[src/rtl/ex_stage.sv]
// rtl/ex_stage.sv - MIPS execute stage: ID/EX register, ALU, data SRAM request, iterative divider
//
// Ports:
//   clk, rst           pipeline clock, asynchronous active-low reset
//   stall[5:0]         stall vector; bit 2 holds ID/EX, bit 3 holds EX/MEM
//   id_to_ex_bus       159-bit decode bundle
//   ex_to_mem_bus      76-bit bundle to the memory stage
//   ex_to_rf_bus       {rf_we, rf_waddr, ex_result} forwarded to decode
//   ex_is_load         EX holds a load (load-use hazard detection)
//   stallreq_for_ex    divider stall request
//   data_sram_*        data SRAM request (en, wen, addr, wdata)
//   hi_o, lo_o         HI/LO registers written by div/divu
module ex_stage #(
  parameter int DIV_ITERS = 32
) (
  input  logic         clk,
  input  logic         rst,
  input  logic [5:0]   stall,
  input  logic [158:0] id_to_ex_bus,
  output logic [75:0]  ex_to_mem_bus,
  output logic [37:0]  ex_to_rf_bus,
  output logic         ex_is_load,
  output logic         stallreq_for_ex,
  output logic         data_sram_en,
  output logic [3:0]   data_sram_wen,
  output logic [31:0]  data_sram_addr,
  output logic [31:0]  data_sram_wdata,
  output logic [31:0]  hi_o,
  output logic [31:0]  lo_o
);

  localparam int CW = $clog2(DIV_ITERS + 1);

  typedef enum logic [1:0] {IDLE, BUSY, DONE} div_state_t;

  logic [158:0] ex_reg;

  // ID/EX register: bubble when ID/EX stops but EX/MEM advances.
  always_ff @(posedge clk or negedge rst) begin
    if (!rst) begin
      ex_reg <= '0;
    end else if (stall[2] && !stall[3]) begin
      ex_reg <= '0;
    end else if (!stall[2]) begin
      ex_reg <= id_to_ex_bus;
    end
  end

  logic [31:0] pc, inst, rs_data, rt_data;
  logic [11:0] alu_op;
  logic [2:0]  sel_src1;
  logic [3:0]  sel_src2;
  logic        ram_en, rf_we, sel_rf_res;
  logic [3:0]  ram_wen;
  logic [4:0]  rf_waddr;

  assign pc         = ex_reg[158:127];
  assign inst       = ex_reg[126:95];
  assign alu_op     = ex_reg[94:83];
  assign sel_src1   = ex_reg[82:80];
  assign sel_src2   = ex_reg[79:76];
  assign ram_en     = ex_reg[75];
  assign ram_wen    = ex_reg[74:71];
  assign rf_we      = ex_reg[70];
  assign rf_waddr   = ex_reg[69:65];
  assign sel_rf_res = ex_reg[64];
  assign rs_data    = ex_reg[63:32];
  assign rt_data    = ex_reg[31:0];

  // Operand selection as AND-OR of one-hot selects; all-zero select yields 0.
  logic [31:0] src1, src2;
  assign src1 = ({32{sel_src1[0]}} & rs_data)
              | ({32{sel_src1[1]}} & pc)
              | ({32{sel_src1[2]}} & {27'b0, inst[10:6]});
  assign src2 = ({32{sel_src2[0]}} & rt_data)
              | ({32{sel_src2[1]}} & {{16{inst[15]}}, inst[15:0]})
              | ({32{sel_src2[2]}} & 32'd8)
              | ({32{sel_src2[3]}} & {16'b0, inst[15:0]});

  logic [31:0] add_res, sub_res, slt_res, sltu_res, sra_res, ex_result;
  assign add_res  = src1 + src2;
  assign sub_res  = src1 - src2;
  assign slt_res  = {31'b0, $signed(src1) < $signed(src2)};
  assign sltu_res = {31'b0, src1 < src2};
  assign sra_res  = $signed(src2) >>> src1[4:0];

  assign ex_result = ({32{alu_op[11]}} & add_res)
                   | ({32{alu_op[10]}} & sub_res)
                   | ({32{alu_op[9]}}  & slt_res)
                   | ({32{alu_op[8]}}  & sltu_res)
                   | ({32{alu_op[7]}}  & (src1 & src2))
                   | ({32{alu_op[6]}}  & ~(src1 | src2))
                   | ({32{alu_op[5]}}  & (src1 | src2))
                   | ({32{alu_op[4]}}  & (src1 ^ src2))
                   | ({32{alu_op[3]}}  & (src2 << src1[4:0]))
                   | ({32{alu_op[2]}}  & (src2 >> src1[4:0]))
                   | ({32{alu_op[1]}}  & sra_res)
                   | ({32{alu_op[0]}}  & {src2[15:0], 16'b0});

  assign ex_to_mem_bus = {pc, ram_en, ram_wen, sel_rf_res, rf_we, rf_waddr, ex_result};
  assign ex_to_rf_bus  = {rf_we, rf_waddr, ex_result};
  assign ex_is_load    = sel_rf_res;

  // Divider
  logic is_div, div_signed;
  assign is_div     = (inst[31:26] == 6'b0) && ((inst[5:0] == 6'h1A) || (inst[5:0] == 6'h1B));
  assign div_signed = ~inst[0];

  div_state_t state, state_next;
  logic [31:0] dvd, dvs, rem, rs_raw, hi_q, lo_q;
  logic [CW-1:0] cnt;
  logic q_neg, r_neg, div_zero;
  logic last_step;

  assign last_step = (cnt == CW'(DIV_ITERS - 1));

  // One restoring step: shift the next dividend bit into the partial remainder.
  logic [32:0] trial, diff;
  logic        qbit;
  logic [31:0] rem_step, dvd_step, q_fix, r_fix;
  assign trial    = {rem, dvd[31]};
  assign diff     = trial - {1'b0, dvs};
  assign qbit     = ~diff[32];
  assign rem_step = qbit ? diff[31:0] : trial[31:0];
  assign dvd_step = {dvd[30:0], qbit};
  assign q_fix    = q_neg ? (32'd0 - dvd_step) : dvd_step;
  assign r_fix    = r_neg ? (32'd0 - rem_step) : rem_step;

  always_ff @(posedge clk or negedge rst) begin
    if (!rst) state <= IDLE;
    else      state <= state_next;
  end

  always_comb begin
    state_next = state;
    case (state)
      IDLE:    if (is_div) state_next = BUSY;
      BUSY:    if (last_step) state_next = DONE;
      DONE:    if (!stall[2]) state_next = IDLE;
      default: state_next = IDLE;
    endcase
  end

  always_ff @(posedge clk or negedge rst) begin
    if (!rst) begin
      dvd      <= '0;
      dvs      <= '0;
      rem      <= '0;
      rs_raw   <= '0;
      cnt      <= '0;
      q_neg    <= 1'b0;
      r_neg    <= 1'b0;
      div_zero <= 1'b0;
      hi_q     <= '0;
      lo_q     <= '0;
    end else begin
      case (state)
        IDLE: begin
          if (is_div) begin
            dvd      <= (div_signed && rs_data[31]) ? (32'd0 - rs_data) : rs_data;
            dvs      <= (div_signed && rt_data[31]) ? (32'd0 - rt_data) : rt_data;
            rem      <= '0;
            rs_raw   <= rs_data;
            cnt      <= '0;
            q_neg    <= div_signed & (rs_data[31] ^ rt_data[31]);
            r_neg    <= div_signed & rs_data[31];
            div_zero <= (rt_data == 32'd0);
          end
        end
        BUSY: begin
          dvd <= dvd_step;
          rem <= rem_step;
          cnt <= cnt + CW'(1);
          // The final step's result is written straight into HI/LO on the edge entering DONE.
          if (last_step) begin
            if (div_zero) begin
              hi_q <= rs_raw;
              lo_q <= 32'hFFFF_FFFF;
            end else begin
              hi_q <= r_fix;
              lo_q <= q_fix;
            end
          end
        end
        default: ;
      endcase
    end
  end

  assign stallreq_for_ex = ((state == IDLE) && is_div) || (state == BUSY);
  assign hi_o = hi_q;
  assign lo_o = lo_q;

  assign data_sram_en    = ram_en & ~stallreq_for_ex;
  assign data_sram_wen   = (ram_en && (ram_wen != 4'b0) && !stallreq_for_ex) ? 4'b1111 : 4'b0000;
  assign data_sram_addr  = stallreq_for_ex ? 32'd0 : ex_result;
  assign data_sram_wdata = stallreq_for_ex ? 32'd0 : rt_data;

  logic unused_bits;
  assign unused_bits = ^{inst[25:16], stall[5:4], stall[1:0]};

endmodule

[config.mk]
export PLATFORM = sky130hd
export DESIGN_NAME = ex_stage
export DESIGN_NICKNAME = d
export VERILOG_FILES = /design/src/rtl/ex_stage.sv
export SDC_FILE = /design/constraint.sdc
export NUM_CORES = 2
export LEC_CHECK = 0
export ABC_AREA = 1
export CORE_MARGIN = 10
export CORE_UTILIZATION = 40
export DETAILED_ROUTE_END_ITERATION = 8
export HOLD_SLACK_MARGIN = 0.08
export PLACE_DENSITY_LB_ADDON = 0.3
export SLEW_MARGIN = 20
export SYNTH_ARGS = -nofsm -noshare
export SYNTH_HDL_FRONTEND = slang
export SYNTH_SLANG_ARGS = --single-unit
[constraint.sdc]
create_clock -name clk -period 10.5 [get_ports clk]
set_clock_uncertainty 0.05 [all_clocks]
set_input_delay 2.625 -clock clk [delete_from_list [all_inputs] [get_ports clk]]
set_output_delay 2.625 -clock clk [all_outputs]
set_load 0.02 [all_outputs]
==> results.tsv <==
stage	metric	value	unit
route	vias	33200	
layout	fill_cells	7788	
floorplanning	rows	100	
setup_path	slowest_stage	clkdlybuf4s50_1	
yosys	synth_xor_area_share	2.64	%
timing	post-route-period-util	84.2	%
pwr	comb_power_share	60.1	%
route	totalWireLength	143	mm
yosys	netlist_area	30200	sq um
setup_path	critPathMostFrequentCell	nand2_1	
layout	largest_reg_flops	149	
floorplanning	coreArea	74600	sq um
yosys	synth_top_flop_cell	dfrtp_1	
yosys	synth_compound_area_share	21.6	%
route	wl_per_cell	24.4	um
pwr	p_sw	4.26	mW
pwr	p_int	4.01	mW
setup_path	worstPathArrival	6.16	ns
grt	grt_max_degree	164	
setup_path	reg2regPathDepth	26	
floorplanning	die_area	86800	sq um
route	drt_iter0_markers	3149	
pwr	swShare	51.5	%
yosys	synth_area_per_cell	6.48	sq um
pwr	ir_worst_vdd	0.000190	V
clock_tree	ctsHoldBuffers	0	
timing	slew_viol_final	0	
floorplanning	pin_count	416	
layout	drive_gt1_share	4.77	%
floorplanning	die_width	295	um
yosys	yosys_warnings	0	
clock_tree	cts_buffers	44	
timing	fmax	0.113	GHz
yosys	synthTopCellsByArea	dfrtp_1, nand2_1, inv_1, o21ai_0, ha_1	
timing	setup_viol	0	
grt	track_usage	31.9	%
placed_design	dp_hpwl	113	mm
placed_design	place.gp.congestion	1.06	
setup_path	end_kind	primary output	
placed_design	port_buffers	401	
pwr	p_seq_share	19.8	%
yosys	syn_inst	4653	
route	drc	0	
yosys	synthSimpleGateAreaFrac	26.1	%
floorplanning	start_util	40.4	%
clock_tree	numClockSinks	352	
yosys	synth-async-reset-ratio	100	%
clock_tree	cts_resized	0	
yosys	synth_most_common_cell	nand2_1	
clock_tree	cts-root-buf	clkbuf_16	
job	maxCapViolCount	0	
clock_tree	cts_setup_buffers	0	
timing	tns	0	ns
grt	grt_first_pass_wirelength	209	mm
yosys	ys_top_cells_by_count	nand2_1, inv_1, o21ai_0	
route	vias_per_cell	5.64	
layout	multi_input_area	17000	sq um
clock_tree	clock_path_buffers	3	
clock_tree	htree_levels	2	
yosys	synth_top_family_by_area	simple AND/OR/NAND/NOR gates	
timing	rsz0062_at_grt	false	
yosys	synthAdderAreaFrac	5.59	%
setup_path	crit_path_max_incr_delay	0.53	ns
setup_path	crit_path_start_kind	register	
timing	post-route-min-period	8.84	ns
clock_tree	clk_latency	0.62	ns
pwr	p_clk_share	20.0	%
route	ant_nets	0	
yosys	synth_edf_count	0	
yosys	yosysSeqAreaShare	29.2	%
setup_path	path_cells	nand2_1, nand3_1, buf_4, inv_2, ha_1, fa_1, inv_1, nand3_1, nand2_1, nand2_1, nand2_1, nand2_1, nand2_1, inv_1, o21ai_0, nand2_1, nor2_1, o21a_1, a21oi_1, o21ai_0, nand3_1, nand2_1, inv_1, clkdlybuf4s50_1	
timing	max_slew.worst_pin.slew	1.22	ns
yosys	synthMuxAreaShare	0.266	%
timing	max-slew-margin-rel	17.6	%
layout	syn2layout_area_growth	19.5	%
worst_hold_path	hold_path_class	register to register	
setup_path	path_max_fanout	39	
setup_path	crit_type	register to primary output	
layout	final_util	48.3	%
pwr	power_density	229	nW/um^2
clock_tree	cts_tree	yes	
yosys	synth_top_area_share	29.2	%
timing	hold_viol	0	
setup_path	reg2reg_slack	5.46	ns
worst_hold_path	whs_path_depth	2	
grt	grt_antenna_before_repair	7	
clock_tree	cts.clk_slew.worst_paths	0.07	ns
route	first_pass_iters	6	
floorplanning	die_y	295	um
layout	finish.net_count	5172	
layout	regArea	8810	sq um
yosys	yosysUniqueCellTypes	67	
run_status	outcome	complete, no violations	
yosys	syn_nets	4953	
yosys	synth-seq-cells	352	
yosys	yosysTopAreaCell	dfrtp_1	
pwr	p_leak	17.9	nW
grt	gr-total-overflow	0	
setup_path	cp.required	7.83	ns
grt	grt_pass1_vias	31800	
## power by group through the flow
stage               clock, mW  sequential (mW)  combinational, mW
floorplan                   0             1.59               3.35
global placement            0             1.65               4.85
detailed placement          0             1.66               4.87
CTS                      1.68             1.63               4.89
global route             1.74             1.65               5.41
finish                   1.66             1.64               4.97
## stage by stage
| step | hold slack [ns] | instance area [sq um] | power, mW | cells | worst slack [ns] |
|---|---|---|---|---|---|
| after floorplan | 0.398 | 30200 | 4.94 | 4653 | 4.31 |
| after global placement | 0.413 | 34500 | 6.50 | 5795 | 2.42 |
| after detailed placement | 0.416 | 34500 | 6.53 | 5795 | 2.44 |
| after CTS | 0.432 | 36000 | 8.20 | 5874 | 1.74 |
| after global routing | 0.455 | 36000 | 8.80 | 5877 | 1.23 |
| final | 0.429 | 36000 | 8.27 | 5882 | 1.66 |
## critical path: cells and delay by family, from the launching register on
family          cells  cell delay, ns
buf+inv             6            1.66
simple gates       12            1.90
fa+ha+maj           2            0.81
flops               1            0.45
compound gates      4            0.65
## layer usage
layer	vias to the layer above	track usage, %	share of wire [%]
met3	323	5.68	7.7
met5	-	0	0.018
met4	4	16.0	5.5
met2	1552	52.5	46
li1	15600	-	-
met1	15700	39.7	40
## logic make-up after synthesis
logic type,count (synthesis)
DFF,352
AOI/OAI and AO/OA,1114
buffers and inverters,1070
xor gates and xnor gates,91
muxes,8
and+or+nand+nor,1885
adders and majority gates,133
## path summary, 6_finish.rpt
kind	startpoint	to
setup / recovery	ex_reg[32]	data_sram_addr[30]
hold / removal	hi_o[14]	hi_o[14]
setup reg to reg	dvd[31]	lo_o[30]
hold reg to reg	hi_o[14]	hi_o[14]
max in group asynchronous	rst	ex_reg[73]
min in group asynchronous	rst	rem[8]
## layout by cell type, fill, tap and decap left out, drive strengths merged, types with 11 or more instances in the layout
cell / count
a21oi: 255
a221oi: 16
a31oi: 27
buf: 67
clkbuf: 57
clkdlybuf4s50: 399
clkinv: 16
dfrtp: 352
ha: 130
inv: 776
nand2: 1111
nand3: 231
nand4: 44
nor2: 396
nor3: 62
nor4: 16
o211ai: 28
o21a: 17
o21ai: 425
o21bai: 15
o221ai: 41
o22a: 11
o22ai: 229
xnor2: 16
xor2: 75
## layout make-up
| cell class | instances | share of cell area [%] |
|---|---|---|
| multi-input combinational | 3231 | 47.2 |
| sequential | 352 | 24.4 |
| timing repair buffer | 466 | 12.5 |
| inverter | 777 | 8.10 |
| clock buffer | 57 | 3.47 |
| tap | 969 | 3.36 |
| clock inverter | 22 | 0.861 |
| antenna | 8 | 0.0556 |
(Power assumes the default switching activity.)
